[src/rtl/regfile_wb_arbiter.sv]
// Register-file writeback arbiter.
// Merges ALU and load-unit writeback requests onto a single register-file
// write port using round-robin arbitration, and keeps a per-register
// scoreboard of writes that have been issued but not yet written back.
module regfile_wb_arbiter #(
  parameter int BITSIZE = 32,
  parameter int REGSIZE = 32
) (
  input  logic                       clk,
  input  logic                       rst,
  input  logic                       alu_valid,
  input  logic [$clog2(REGSIZE)-1:0] alu_rd,
  input  logic [BITSIZE-1:0]         alu_data,
  output logic                       alu_ready,
  input  logic                       lsu_valid,
  input  logic [$clog2(REGSIZE)-1:0] lsu_rd,
  input  logic [BITSIZE-1:0]         lsu_data,
  output logic                       lsu_ready,
  input  logic                       issue_valid,
  input  logic [$clog2(REGSIZE)-1:0] issue_rd,
  output logic                       WriteEnable,
  output logic [$clog2(REGSIZE)-1:0] WriteSelect,
  output logic [BITSIZE-1:0]         WriteData,
  output logic [REGSIZE-1:0]         busy
);

  localparam int SelW = $clog2(REGSIZE);

  // Which requester won the most recent transfer; the other one wins the
  // next contested cycle.
  typedef enum logic {
    GrantAlu = 1'b0,
    GrantLsu = 1'b1
  } grant_e;

  grant_e              lastGrant_q, lastGrant_d;
  logic                wrEn_q, wrEn_d;
  logic [SelW-1:0]     wrSel_q, wrSel_d;
  logic [BITSIZE-1:0]  wrData_q, wrData_d;
  logic [REGSIZE-1:0]  busy_q, busy_d;
  logic                aluGrant;
  logic                lsuGrant;

  // Grant decision: a lone requester wins outright, a contested cycle goes
  // to whoever did not win last; nothing is granted while in reset.
  always_comb begin
    aluGrant = 1'b0;
    lsuGrant = 1'b0;
    if (!rst) begin
      if (alu_valid && (!lsu_valid || (lastGrant_q == GrantLsu))) begin
        aluGrant = 1'b1;
      end else if (lsu_valid) begin
        lsuGrant = 1'b1;
      end
    end
  end

  assign alu_ready = aluGrant;
  assign lsu_ready = lsuGrant;

  // The registered write is masked while reset is high so a write captured
  // just before reset never reaches the register file.
  assign WriteEnable = wrEn_q & ~rst;
  assign WriteSelect = wrSel_q;
  assign WriteData   = wrData_q;
  assign busy        = busy_q;

  // Next-state for the write stage, the round-robin pointer and the
  // scoreboard; a write to r0 is accepted but never enables the port.
  always_comb begin
    lastGrant_d = lastGrant_q;
    wrEn_d      = 1'b0;
    wrSel_d     = wrSel_q;
    wrData_d    = wrData_q;
    busy_d      = busy_q;

    if (aluGrant) begin
      lastGrant_d = GrantAlu;
      wrEn_d      = (alu_rd != '0);
      wrSel_d     = alu_rd;
      wrData_d    = alu_data;
    end else if (lsuGrant) begin
      lastGrant_d = GrantLsu;
      wrEn_d      = (lsu_rd != '0);
      wrSel_d     = lsu_rd;
      wrData_d    = lsu_data;
    end

    // Clear first, then set, so an issue to the register being written
    // this cycle leaves it busy.
    if (WriteEnable) begin
      busy_d[wrSel_q] = 1'b0;
    end
    if (issue_valid && (issue_rd != '0)) begin
      busy_d[issue_rd] = 1'b1;
    end
    busy_d[0] = 1'b0;
  end

  // State registers with synchronous reset; after reset the ALU wins the
  // first contested cycle.
  always_ff @(posedge clk) begin
    if (rst) begin
      lastGrant_q <= GrantLsu;
      wrEn_q      <= 1'b0;
      wrSel_q     <= '0;
      wrData_q    <= '0;
      busy_q      <= '0;
    end else begin
      lastGrant_q <= lastGrant_d;
      wrEn_q      <= wrEn_d;
      wrSel_q     <= wrSel_d;
      wrData_q    <= wrData_d;
      busy_q      <= busy_d;
    end
  end

endmodule

[config.mk]
export PLATFORM = sky130hd
export DESIGN_NAME = regfile_wb_arbiter
export DESIGN_NICKNAME = d
export VERILOG_FILES = /design/src/rtl/regfile_wb_arbiter.sv
export SDC_FILE = /design/constraint.sdc
export NUM_CORES = 1
export LEC_CHECK = 0
export CAP_MARGIN = 0
export CORE_MARGIN = 1.5
export CORE_UTILIZATION = 41
export DETAILED_ROUTE_END_ITERATION = 6
export PLACE_DENSITY_LB_ADDON = 0.3
export REMOVE_ABC_BUFFERS = 1
export SKIP_CTS_REPAIR_TIMING = 1
export SLEW_MARGIN = 20
export SYNTH_ARGS = -nofsm -noshare
export SYNTH_HDL_FRONTEND = slang
export SYNTH_SLANG_ARGS = --single-unit
export TNS_END_PERCENT = 1
[constraint.sdc]
create_clock -name clk -period 1.96 [get_ports clk]
set_input_delay 0.196 -clock clk [delete_from_list [all_inputs] [get_ports clk]]
set_output_delay 0.196 -clock clk [all_outputs]
set_load 0.01 [all_outputs]
==> flow_results.xml, run 1 <==
<?xml version="1.0" encoding="UTF-8"?>
<metrics>
  <group name="drt">
    <metric name="antenna_left" unit="">0</metric>
    <metric name="route.detailed.wl_per_inst" unit="um">16.3</metric>
    <metric name="drc_errors" unit="">0</metric>
    <metric name="drt_first_pass_iters" unit="">4</metric>
    <metric name="routed_wirelength" unit="um">9690</metric>
    <metric name="drtIter0Drc" unit="">161</metric>
    <metric name="routed-via-count" unit="">3312</metric>
    <metric name="vias_per_cell" unit="">5.56</metric>
  </group>
  <group name="power_and_ir_drop">
    <metric name="seqPwrFrac" unit="">0.488</metric>
    <metric name="leakage" unit="nW">1.86</metric>
    <metric name="p_comb_frac" unit="">0.200</metric>
    <metric name="sw_frac_of_total" unit="">0.269</metric>
    <metric name="max-vdd-ir-drop" unit="mV">0.261</metric>
    <metric name="clock_power_share" unit="">0.312</metric>
    <metric name="power_density" unit="nW/um2">643</metric>
    <metric name="power_switching" unit="uW">865</metric>
    <metric name="p_int" unit="mW">2.35</metric>
  </group>
  <group name="cells_and_area">
    <metric name="share_of_final_layout_standard_cells_stronger_than_drive_strength_1" unit="">0.0850</metric>
    <metric name="ff_latch_area" unit="um2">1400</metric>
    <metric name="antenna_cells" unit="">0</metric>
    <metric name="final_core_utilization" unit="">0.654</metric>
    <metric name="fillers" unit="">610</metric>
    <metric name="stdcell_count" unit="">596</metric>
    <metric name="multi_input_comb_area" unit="um2">1520</metric>
    <metric name="area.growth.synth_to_final" unit="%">55.4</metric>
    <metric name="final_net_count" unit="">573</metric>
  </group>
  <group name="worst_setup_path">
    <metric name="crit_required" unit="ns">1.76</metric>
    <metric name="worst-r2r-cell-count" unit="">3</metric>
    <metric name="setup.worst_path.start_class" unit="">flop</metric>
    <metric name="worst-path-max-fanout" unit="">8</metric>
    <metric name="regToRegEndpoint" unit="">busy[16]</metric>
    <metric name="ff_to_ff_start" unit="">WriteSelect[0]</metric>
    <metric name="worstSetupPathType" unit="">flop to output pin</metric>
    <metric name="cp-end-kind" unit="">output pin</metric>
    <metric name="ff2ff_setup_slack" unit="ns">0.46</metric>
    <metric name="worstPathArrival" unit="ns">1.65</metric>
  </group>
  <group name="clock_tree">
    <metric name="clock_sink_count" unit="">70</metric>
    <metric name="cts_tree" unit="">built</metric>
    <metric name="cts_made_buffers" unit="">9</metric>
    <metric name="cts.htree.levels" unit="">3</metric>
    <metric name="clkTransAtPathRegs" unit="ns">0.07</metric>
    <metric name="cts_max_path_buffers" unit="">2</metric>
    <metric name="insertion_delay" unit="ns">0.34</metric>
    <metric name="clockRootBuffer" unit="">sky130_fd_sc_hd__clkbuf_8</metric>
  </group>
  <group name="yosys">
    <metric name="yosys_most_used_dff" unit="">sky130_fd_sc_hd__dfxtp_1</metric>
    <metric name="yosysUniqueCellTypes" unit="">30</metric>
    <metric name="netlist_area" unit="um2">3220</metric>
    <metric name="synth_seq_cells" unit="">70</metric>
    <metric name="postSynth.asyncResetShare" unit="">0</metric>
    <metric name="synth.yosys.seq_area_share" unit="">0.435</metric>
    <metric name="synth.avg_cell_area" unit="um2">9.35</metric>
    <metric name="synth_enable_flop_cells" unit="">0</metric>
    <metric name="yosys_warnings" unit="">0</metric>
    <metric name="synthesis.instances" unit="">344</metric>
  </group>
  <group name="worst_hold_path">
    <metric name="min_delay_path_depth" unit="">3</metric>
    <metric name="timing.hold.worst.class" unit="">input pin to flop</metric>
    <metric name="hold_path_startpoint" unit="">lsu_valid</metric>
    <metric name="worst_hold_path.endpoint" unit="">lastGrant_q</metric>
  </group>
  <group name="global_route">
    <metric name="antenna_found_initial" unit="">0</metric>
    <metric name="first_pass_grt_wire_length" unit="um">15800</metric>
    <metric name="grt_max_degree" unit="">54</metric>
    <metric name="gr-total-overflow" unit="">0</metric>
    <metric name="vias_in_the_first_global_route" unit="">3157</metric>
    <metric name="groute.usage.overall" unit="">0.236</metric>
  </group>
  <group name="sta">
    <metric name="fmaxAchievable" unit="MHz">542</metric>
    <metric name="setup_viol_count_final" unit="">0</metric>
    <metric name="timing.final.crit_share" unit="">0.942</metric>
    <metric name="final_max_slew_viol_count" unit="">0</metric>
    <metric name="timing.final.crit_period" unit="ns">1.85</metric>
    <metric name="skew" unit="ns">0.00590</metric>
    <metric name="worstMarginPinSlew" unit="ns">0.930</metric>
    <metric name="setup_slack" unit="ns">0.114</metric>
    <metric name="slew-limit-headroom" unit="">0.378</metric>
    <metric name="setup_repair_after_global_routing_missed_its_margin" unit="">false</metric>
    <metric name="timing.final.hold_violations" unit="">0</metric>
  </group>
  <group name="place">
    <metric name="dpl.cell_count" unit="">580</metric>
    <metric name="portBuffers" unit="">154</metric>
    <metric name="place_congestion" unit="">0.799</metric>
    <metric name="dp_slack" unit="ns">-0.149</metric>
    <metric name="place.detailed.hpwl" unit="um">6700</metric>
  </group>
  <group name="floorplanning">
    <metric name="die_width" unit="um">91.6</metric>
    <metric name="rows" unit="">32</metric>
    <metric name="placeableCoreArea" unit="um2">7650</metric>
    <metric name="boundary_pins" unit="">156</metric>
    <metric name="fp.dieArea" unit="um2">8390</metric>
    <metric name="initial_utilization" unit="">0.421</metric>
    <metric name="fp.dieH" unit="um">91.6</metric>
  </group>
  <group name="flow_run">
    <metric name="cap_violations" unit="">0</metric>
  </group>
  <group name="status">
    <metric name="run_status" unit="">complete, no violations</metric>
  </group>
</metrics>
placed cells by master, fill, tap and decap left out, types with 3 or more instances in the layout:
master	n
sky130_fd_sc_hd__a221o_2	9
sky130_fd_sc_hd__a221o_1	28
sky130_fd_sc_hd__nand3_1	3
sky130_fd_sc_hd__inv_1	37
sky130_fd_sc_hd__clkinvlp_4	3
sky130_fd_sc_hd__or3b_2	5
sky130_fd_sc_hd__nand3b_1	6
sky130_fd_sc_hd__clkbuf_8	9
sky130_fd_sc_hd__o21ai_0	63
sky130_fd_sc_hd__buf_12	3
sky130_fd_sc_hd__clkdlybuf4s50_1	151
sky130_fd_sc_hd__nand2_1	4
sky130_fd_sc_hd__dfxtp_1	70
sky130_fd_sc_hd__buf_4	4
sky130_fd_sc_hd__nand4bb_1	3
sky130_fd_sc_hd__nor2b_1	32
sky130_fd_sc_hd__a2111oi_0	37
power by group through the flow:
stage | clock network [mW] | registers (mW) | logic [mW]
5_1_grt | 1.08 | 1.58 | 0.690
3_5_place_dp | 0 | 1.60 | 0.641
4_1_cts | 1.02 | 1.57 | 0.641
3_3_place_gp | 0 | 1.60 | 0.632
6_report | 1.00 | 1.57 | 0.642
2_1_floorplan | 0 | 1.62 | 0.172
worst max-delay path, stage by stage, from the launching register on:
cell and delay, ns:
sky130_fd_sc_hd__dfxtp_1 0.35, sky130_fd_sc_hd__nand2b_4 0.17, sky130_fd_sc_hd__and3b_4 0.23, sky130_fd_sc_hd__clkdlybuf4s50_1 0.56
kinds of logic (layout without fill, tap and decap cells):
kind of cell | after synthesis | after routing | share of synthesized area
other | 1 | 1 | 0.00117
DFF | 70 | 70 | 0.435
buffers and inverters | 65 | 215 | 0.0937
and+or+nand+nor | 70 | 70 | 0.150
AOI/OAI and AO/OA | 138 | 138 | 0.320
metal layers:
layer | wire length [um] | GRT usage
met5 | 0 | 0
met4 | 143 | 0.0938
met3 | 841 | 0.0611
met2 | 4560 | 0.369
met1 | 4150 | 0.307
layout make-up:
cell class,count,area share
inverters,37,0.0278
clock buffers,11,0.0263
well taps,102,0.0255
clock inverters,5,0.00726
flip-flops and latches,70,0.280
multi-input cells,209,0.304
repair buffers,162,0.328
cells in the mapped netlist (all sizes together), types with 3 or more instances:
cell / count / area, um2
buf: 11 / 95.1
o21ai: 63 / 315
nor2b: 32 / 200
nand3: 3 / 15.0
nor3: 3 / 26.3
a2111oi: 37 / 324
nand2: 4 / 15.0
or3b: 5 / 43.8
a221o: 37 / 382
nand3b: 6 / 45.0
dfxtp: 70 / 1400
nand2b: 3 / 21.3
inv: 37 / 139
nor2: 3 / 11.3
nand4bb: 3 / 33.8
clkbuf: 17 / 67.6
stage by stage:
| step | TNS [ns] | power [mW] | area [um2] | hold WS [ns] |
|---|---|---|---|---|
| finish | 0 | 3.21 | 5000 | 0.362 |
| global route | 0 | 3.35 | 5000 | 0.394 |
| CTS | -0.0440 | 3.23 | 4990 | 0.388 |
| detailed placement | -1.70 | 2.24 | 4820 | 0.472 |
| global placement | -1.11 | 2.23 | 4820 | 0.470 |
| floorplan | 0 | 1.79 | 3060 | 0.297 |
registers in the layout (all words and copies together) (netlist names):
name / cells
WriteSelect: 5
busy: 31
wrEn_q: 1
lastGrant_q: 1
WriteData: 32
worst max path at each step:
stage           startpoint            end  cells past startpoint
3_3_place_gp     lsu_valid  WriteData[25]                      4
3_5_place_dp     alu_valid  WriteData[30]                      4
6_report       lastGrant_q      alu_ready                      3
2_1_floorplan    alu_valid   WriteData[0]                      3
5_1_grt        lastGrant_q      alu_ready                      3
4_1_cts          alu_valid      alu_ready                      4
(Power assumes the default switching activity.)
==> run 2: changes to the inputs <==
CTS_CLUSTER_SIZE = 30   (was default)
==> results of run 2 <==
The final DEF is identical to that of run 1; final timing and power are the same.
